File: config.mk
export PLATFORM = sky130hd
export DESIGN_NAME = ledport_sched_fta64
export DESIGN_NICKNAME = d
export VERILOG_FILES = /design/src/rtl/ledport_sched_fta64.sv
export SDC_FILE = /design/constraint.sdc
export NUM_CORES = 1
export LEC_CHECK = 0
export BUFFER_PORTS_ARGS = -buffer_cell sky130_fd_sc_hd__buf_2
export CORE_ASPECT_RATIO = 0.75
export CORE_UTILIZATION = 51
export CTS_BUF_LIST = sky130_fd_sc_hd__clkbuf_4
export DETAILED_ROUTE_END_ITERATION = 8
export GPL_TIMING_DRIVEN = 0
export HOLD_SLACK_MARGIN = 0.03
export MAX_ROUTING_LAYER = met4
export PLACE_DENSITY = 0.89
export SLEW_MARGIN = 40
export SYNTH_ARGS = -nofsm -noshare
export SYNTH_HDL_FRONTEND = slang
export SYNTH_SLANG_ARGS = --single-unit
File: constraint.sdc
create_clock -name clk -period 8 [get_ports clk]
set_clock_uncertainty 0.1 [all_clocks]
set_input_delay 2.4 -clock clk [delete_from_list [all_inputs] [get_ports clk]]
set_output_delay 2.4 -clock clk [all_outputs]
set_load 0.1 [all_outputs]
File: src/rtl/ledport_sched_fta64.sv
// Round-robin scheduler that turns LED codes posted by several diagnostic sources into
// single FTA64 ERC writes to the LED port, with ack/timeout handling and a visible-hold interval.
package ledport_fta64_pkg;
  typedef enum logic [2:0] {
    CTI_CLASSIC = 3'd0,
    CTI_FIXED   = 3'd1,
    CTI_INCR    = 3'd2,
    ERC         = 3'd7
  } fta_cycle_type_t;

  typedef enum logic [1:0] {
    OKAY    = 2'd0,
    DECERR  = 2'd1,
    PROTERR = 2'd2,
    ERR     = 2'd3
  } fta_tranerr_t;

  typedef struct packed {
    logic [7:0]      tid;
    logic            cyc;
    logic            we;
    fta_cycle_type_t cti;
    logic [7:0]      sel;
    logic [31:0]     adr;
    logic [63:0]     dat;
  } fta_cmd_request64_t;

  typedef struct packed {
    logic [7:0]   tid;
    logic         ack;
    fta_tranerr_t err;
  } fta_cmd_response64_t;
endpackage

module ledport_sched_fta64
  import ledport_fta64_pkg::*;
#(
  parameter int unsigned NREQ    = 4,
  parameter logic [31:0] LED_ADR = 32'hFEDC0000,
  parameter int unsigned HOLD    = 1000,
  parameter int unsigned TMO     = 63
) (
  input  logic                     clk,
  input  logic                     rst,
  input  logic [NREQ-1:0]          src_req,
  input  logic [8*NREQ-1:0]        src_code,
  output logic [NREQ-1:0]          src_ack,
  output logic [NREQ-1:0]          src_err,
  output logic                     cs,
  output fta_cmd_request64_t       req,
  input  fta_cmd_response64_t      resp,
  output logic                     busy,
  output logic [2:0]               grant_id
);

  localparam int unsigned CMAX = (HOLD > TMO) ? HOLD : TMO;
  localparam int unsigned CW   = (CMAX < 2) ? 1 : $clog2(CMAX + 1);
  localparam logic [CW-1:0] TMO_C     = CW'(TMO);
  localparam logic [CW-1:0] HOLD_LAST = (HOLD == 0) ? '0 : CW'(HOLD - 1);

  typedef enum logic [1:0] {
    ST_IDLE  = 2'd0,
    ST_ISSUE = 2'd1,
    ST_WAIT  = 2'd2,
    ST_HOLD  = 2'd3
  } state_t;

  state_t          state_q, state_d;
  logic [2:0]      ptr_q, ptr_d;
  logic [2:0]      id_q, id_d;
  logic [7:0]      code_q, code_d;
  logic [7:0]      tid_q, tid_d;
  logic [CW-1:0]   cnt_q, cnt_d;

  logic [NREQ-1:0] rot;
  logic            pick_vld;
  logic [2:0]      pick_id;
  logic [7:0]      pick_code;
  logic [NREQ-1:0] id_oh;
  logic            ack_vld;
  logic            ack_ok;

  // Rotate requests so bit 0 is the highest-priority source, then take the first set bit.
  always_comb begin
    rot       = NREQ'({src_req, src_req} >> ptr_q);
    pick_vld  = 1'b0;
    pick_id   = '0;
    for (int unsigned k = 0; k < NREQ; k++) begin
      if (!pick_vld && rot[k]) begin
        pick_vld = 1'b1;
        pick_id  = 3'((32'(ptr_q) + k) % NREQ);
      end
    end
    pick_code = '0;
    for (int unsigned j = 0; j < NREQ; j++) begin
      if (pick_id == 3'(j)) pick_code = src_code[8*j +: 8];
    end
  end

  // tid_q has already advanced past the issued write while in WAIT.
  assign ack_vld = resp.ack && (resp.tid == (tid_q - 8'd1));
  assign ack_ok  = ack_vld && (resp.err == OKAY);

  always_ff @(posedge clk) begin
    if (rst) begin
      state_q <= ST_IDLE;
      ptr_q   <= '0;
      id_q    <= '0;
      code_q  <= '0;
      tid_q   <= '0;
      cnt_q   <= '0;
    end else begin
      state_q <= state_d;
      ptr_q   <= ptr_d;
      id_q    <= id_d;
      code_q  <= code_d;
      tid_q   <= tid_d;
      cnt_q   <= cnt_d;
    end
  end

  always_comb begin
    state_d = state_q;
    ptr_d   = ptr_q;
    id_d    = id_q;
    code_d  = code_q;
    tid_d   = tid_q;
    cnt_d   = cnt_q;
    unique case (state_q)
      ST_IDLE: begin
        if (pick_vld) begin
          state_d = ST_ISSUE;
          id_d    = pick_id;
          code_d  = pick_code;
          ptr_d   = 3'((32'(pick_id) + 1) % NREQ);
        end
      end
      ST_ISSUE: begin
        state_d = ST_WAIT;
        tid_d   = tid_q + 8'd1;
        cnt_d   = '0;
      end
      ST_WAIT: begin
        if (ack_vld) begin
          if (ack_ok && (HOLD != 0)) begin
            state_d = ST_HOLD;
            cnt_d   = HOLD_LAST;
          end else begin
            state_d = ST_IDLE;
          end
        end else if (cnt_q == TMO_C) begin
          state_d = ST_IDLE;
        end else begin
          cnt_d = cnt_q + CW'(1);
        end
      end
      ST_HOLD: begin
        if (cnt_q == '0) state_d = ST_IDLE;
        else             cnt_d   = cnt_q - CW'(1);
      end
      default: state_d = ST_IDLE;
    endcase
  end

  // Pulses are suppressed in a reset cycle so an aborted write never reports completion.
  always_comb begin
    cs      = 1'b0;
    req     = '0;
    src_ack = '0;
    src_err = '0;
    busy    = (state_q != ST_IDLE);
    id_oh   = '0;
    for (int unsigned j = 0; j < NREQ; j++) id_oh[j] = (id_q == 3'(j));
    if (state_q == ST_ISSUE) begin
      cs      = 1'b1;
      req.tid = tid_q;
      req.cyc = 1'b1;
      req.we  = 1'b1;
      req.cti = ERC;
      req.sel = 8'h01;
      req.adr = LED_ADR;
      req.dat = {56'd0, code_q};
    end
    if ((state_q == ST_WAIT) && !rst) begin
      if (ack_ok)                          src_ack = id_oh;
      else if (ack_vld || cnt_q == TMO_C)  src_err = id_oh;
    end
  end

  assign grant_id = id_q;

endmodule

==> key figures <==
Synth
  • Seq/Total Area, Yosys: 18.8%
  • Synth top area share: 22.5%
  • #FFs+latches synth: 32
  • Synth Area in Simple Gates: 22.8%
  • Top cell type by total area after synthesis: buf_4
  • Syn_area_per_cell: 7.64 sq um
  • Synth Area in Compound Gates: 18.2%
  • Commonest cells post-synth: 102 x buf_4, 50 x nor2_1, 32 x dfxtp_1
  • Post-synth EDFFs: 0
  • Ranking of synthesized cells by area: buf_4 22%, dfxtp_1 19%, nor2_1 5.5%
  • YS warnings: 0
  • Most frequent cell after synthesis: buf_4
  • Mapped cell area: 0.00341 sq mm
  • Post-Synth XOR/XNOR Area: 4.37%
  • Adder-cell share of the synthesized area: 3.30%
  • Unique cell type count in the Yosys netlist: 64
  • Async SR Flop Fraction: 0%
  • Largest family of logic cells by synthesized area: buffers and inverters
  • Main synth FF type: dfxtp_1
  • Mux cell area share after synthesis: 2.06%
  • Syn Inst Count: 446

Power
  • Lkg Pwr: 2.30 nW
  • Power Density: 215 mW/mm^2
  • Peak supply drop: 0.137 mV

Final layout
  • NumNets Final: 688
  • Sequential cell area: 641 sq um
  • Finished Cell Area: 0.00438 sq mm
  • Fill count: 542
  • Layout cells sized above 1: 36.8%
  • Final non-filler cell total: 712
  • Synth-to-layout area growth: 28.4%
  • Multi-input logic area: 0.00206 sq mm
  • Antenna Cells: 0
  • Core Util, Final: 68.6%

Setup path
  • CP Cell Sequence: buf_2 > xnor2_1 > and4b_1 > a211oi_2 > a2111oi_4 > nand2b_1 > nor3_2 > buf_2
  • Flop2flop setup slack: 4570 ps
  • CP Depth: 8
  • CP most frequent cell: buf_2
  • Setup CP Type: in2out
  • Critical path's largest stage delay: 550 ps
  • R2R depth: 11
  • WP buf/inv: 2
  • Top delay family on crit path: simple AND/OR/NAND/NOR gates
  • Crit start category: input port
  • Crit path max fanout: 5
  • Worst setup EP type: output port
  • Critical Path RT: 5500 ps
  • WP data arrival: 4580 ps
  • Slowest cell on the critical path: a2111oi_4

Clock network
  • Root Driver: clkbuf_4
  • Clock Tree Buf Depth: 2
  • Clock latency on the worst-skew pair: 350 ps
  • Clock transition at the registers of the reported paths: 100 ps
  • Clock sink count: 32
  • TritonCTS clock tree: built
  • CTS H-tree lvls: 2
  • Num CTS Buffers: 5
  • Post-CTS setup buffer count: 0
  • Post_cts resized: 0
  • CTS Hold Bufs: 0

Routing
  • Via density: 4.74
  • ANT nets after route: 0
  • Via count: 3375
  • Routed WL: 8.46 mm
  • Routed wire length per instance: 11.9 um
  • Drt pass-1 iters: 4
  • Residual DRC count: 0
  • DR iter-0 viols: 194

STA
  • Final setup viols: 0
  • Worst Max-Slew Pin Slew: 837 ps
  • Max-slew headroom: 43.6%
  • Final hold vios: 0
  • Pins Over Slew Limit: 0
  • Fmax: 0.141 GHz
  • RSZ-0062 raised after global routing: false
  • Minimum clock period: 7080 ps
  • Part of the cycle the worst path needs: 88.5%
  • Setup Total Neg Slack: 0 ps

Floorplan
  • Initial Utilization: 53.4%
  • Die width: 96.4 um
  • Num rows: 25
  • Core Area: 0.00638 sq mm
  • Io pins: 179
  • Vert. Die Dim: 72.8 um
  • Die ar.: 0.00702 sq mm

GRT
  • Global Route Usage Sum: 25.5%
  • Met3 usage in global routing: 3.65%
  • Met1 usage: 32.4%
  • GRT overflow: 0
  • Vias in the first global route: 3024
  • First-pass GRT wire length: 13.6 mm
  • Top Usage Layer GRT: met2
  • Antenna violations before repair: 0
  • Pin count of the biggest net entering global routing: 29
  • Met2 Use GR: 40.2%

Run
  • Max-cap check violation count: 0

Placed design
  • Post-DP HPWL: 6.93 mm
  • Placed cell area: 0.00430 sq mm
  • Port buffer count: 94
  • # placed instances: 704
  • Final Wtd Congestion: 0.932

Run status
  • Outcome: finished clean

Hold path
  • Hold Crit Class: reg2reg
  • Hold Crit Depth: 2
[power breakdown]
| group | internal [mW] | total (mW) | switching [mW] |
|---|---|---|---|
| sequential | 0.177 | 0.192 | 0.0152 |
| combinational | 0.150 | 0.626 | 0.477 |
| clock | 0.0638 | 0.124 | 0.0598 |
[stage by stage]
stage | power [mW] | worst slack (ps) | hold slack, ps
final | 0.942 | 922 | 417
after global routing | 0.986 | 794 | 429
after CTS | 0.940 | 952 | 415
after detailed placement | 0.816 | 962 | 398
after global placement | 0.809 | 1020 | 383
after floorplan | 0.742 | 559 | 369
[flip-flops by register name, summed over array words and instances, names as in the netlist]
| signal | count |
|---|---|
| ptr_q | 2 |
| state_q | 2 |
| grant_id | 2 |
| code_q | 8 |
| cnt_q | 10 |
| tid_q | 8 |
[area by class of cell]
class	count	area share, %
repair buffers	94	10.7
flip-flops and latches	32	14.6
clock inverters	3	0.857
plain buffers	130	22.7
multi-input cells	356	47.0
well taps	81	2.31
inverters	11	0.943
clock buffers	5	0.857
[worst paths after layout]
check,start,to
max,resp[10],src_ack[2]
min,cnt_q[9],cnt_q[9]
max reg2reg,tid_q[0],cnt_q[0]
min reg2reg,cnt_q[9],cnt_q[9]
[cells in the final DEF (no fill, tap or decap), types with 4 or more instances in the layout]
cell,count
a22oi_1,12
nand2b_1,7
nor2_1,50
clkbuf_1,13
xnor2_1,9
o21ai_0,14
buf_2,94
buf_4,102
a21oi_1,20
and2_1,16
ha_1,9
nand3_1,15
conb_1,84
xor2_1,8
clkbuf_8,6
nand2_1,19
inv_1,11
and3_1,4
o211ai_1,9
a31oi_1,5
clkbuf_4,5
mux2i_1,7
nor3_1,14
dfxtp_1,32
[layer usage]
metal / share of wire (%) / up-vias
met5: 0 / -
met4: 1.7 / 0
met1: 43 / 1503
li1: - / 1714
met3: 6.6 / 14
met2: 49 / 144
[kinds of logic (layout without fill, tap and decap cells)]
kind of cell	after synthesis	after routing
buffers and inverters	141	243
multiplexers	7	7
other	1	84
flip-flops	32	32
XOR/XNOR	17	17
AO/OA/AOI/OAI	87	87
adder cells (fa/ha/maj)	9	9
AND/OR/NAND/NOR	152	152
[tightest hold or removal path: cells and delay by family (launching register included)]
| family | cells | cell delay, ps |
|---|---|---|
| DFF | 1 | 350 |
| and+or+nand+nor | 1 | 70 |
| AOI/OAI and AO/OA | 1 | 60 |
(Power assumes the default switching activity.)
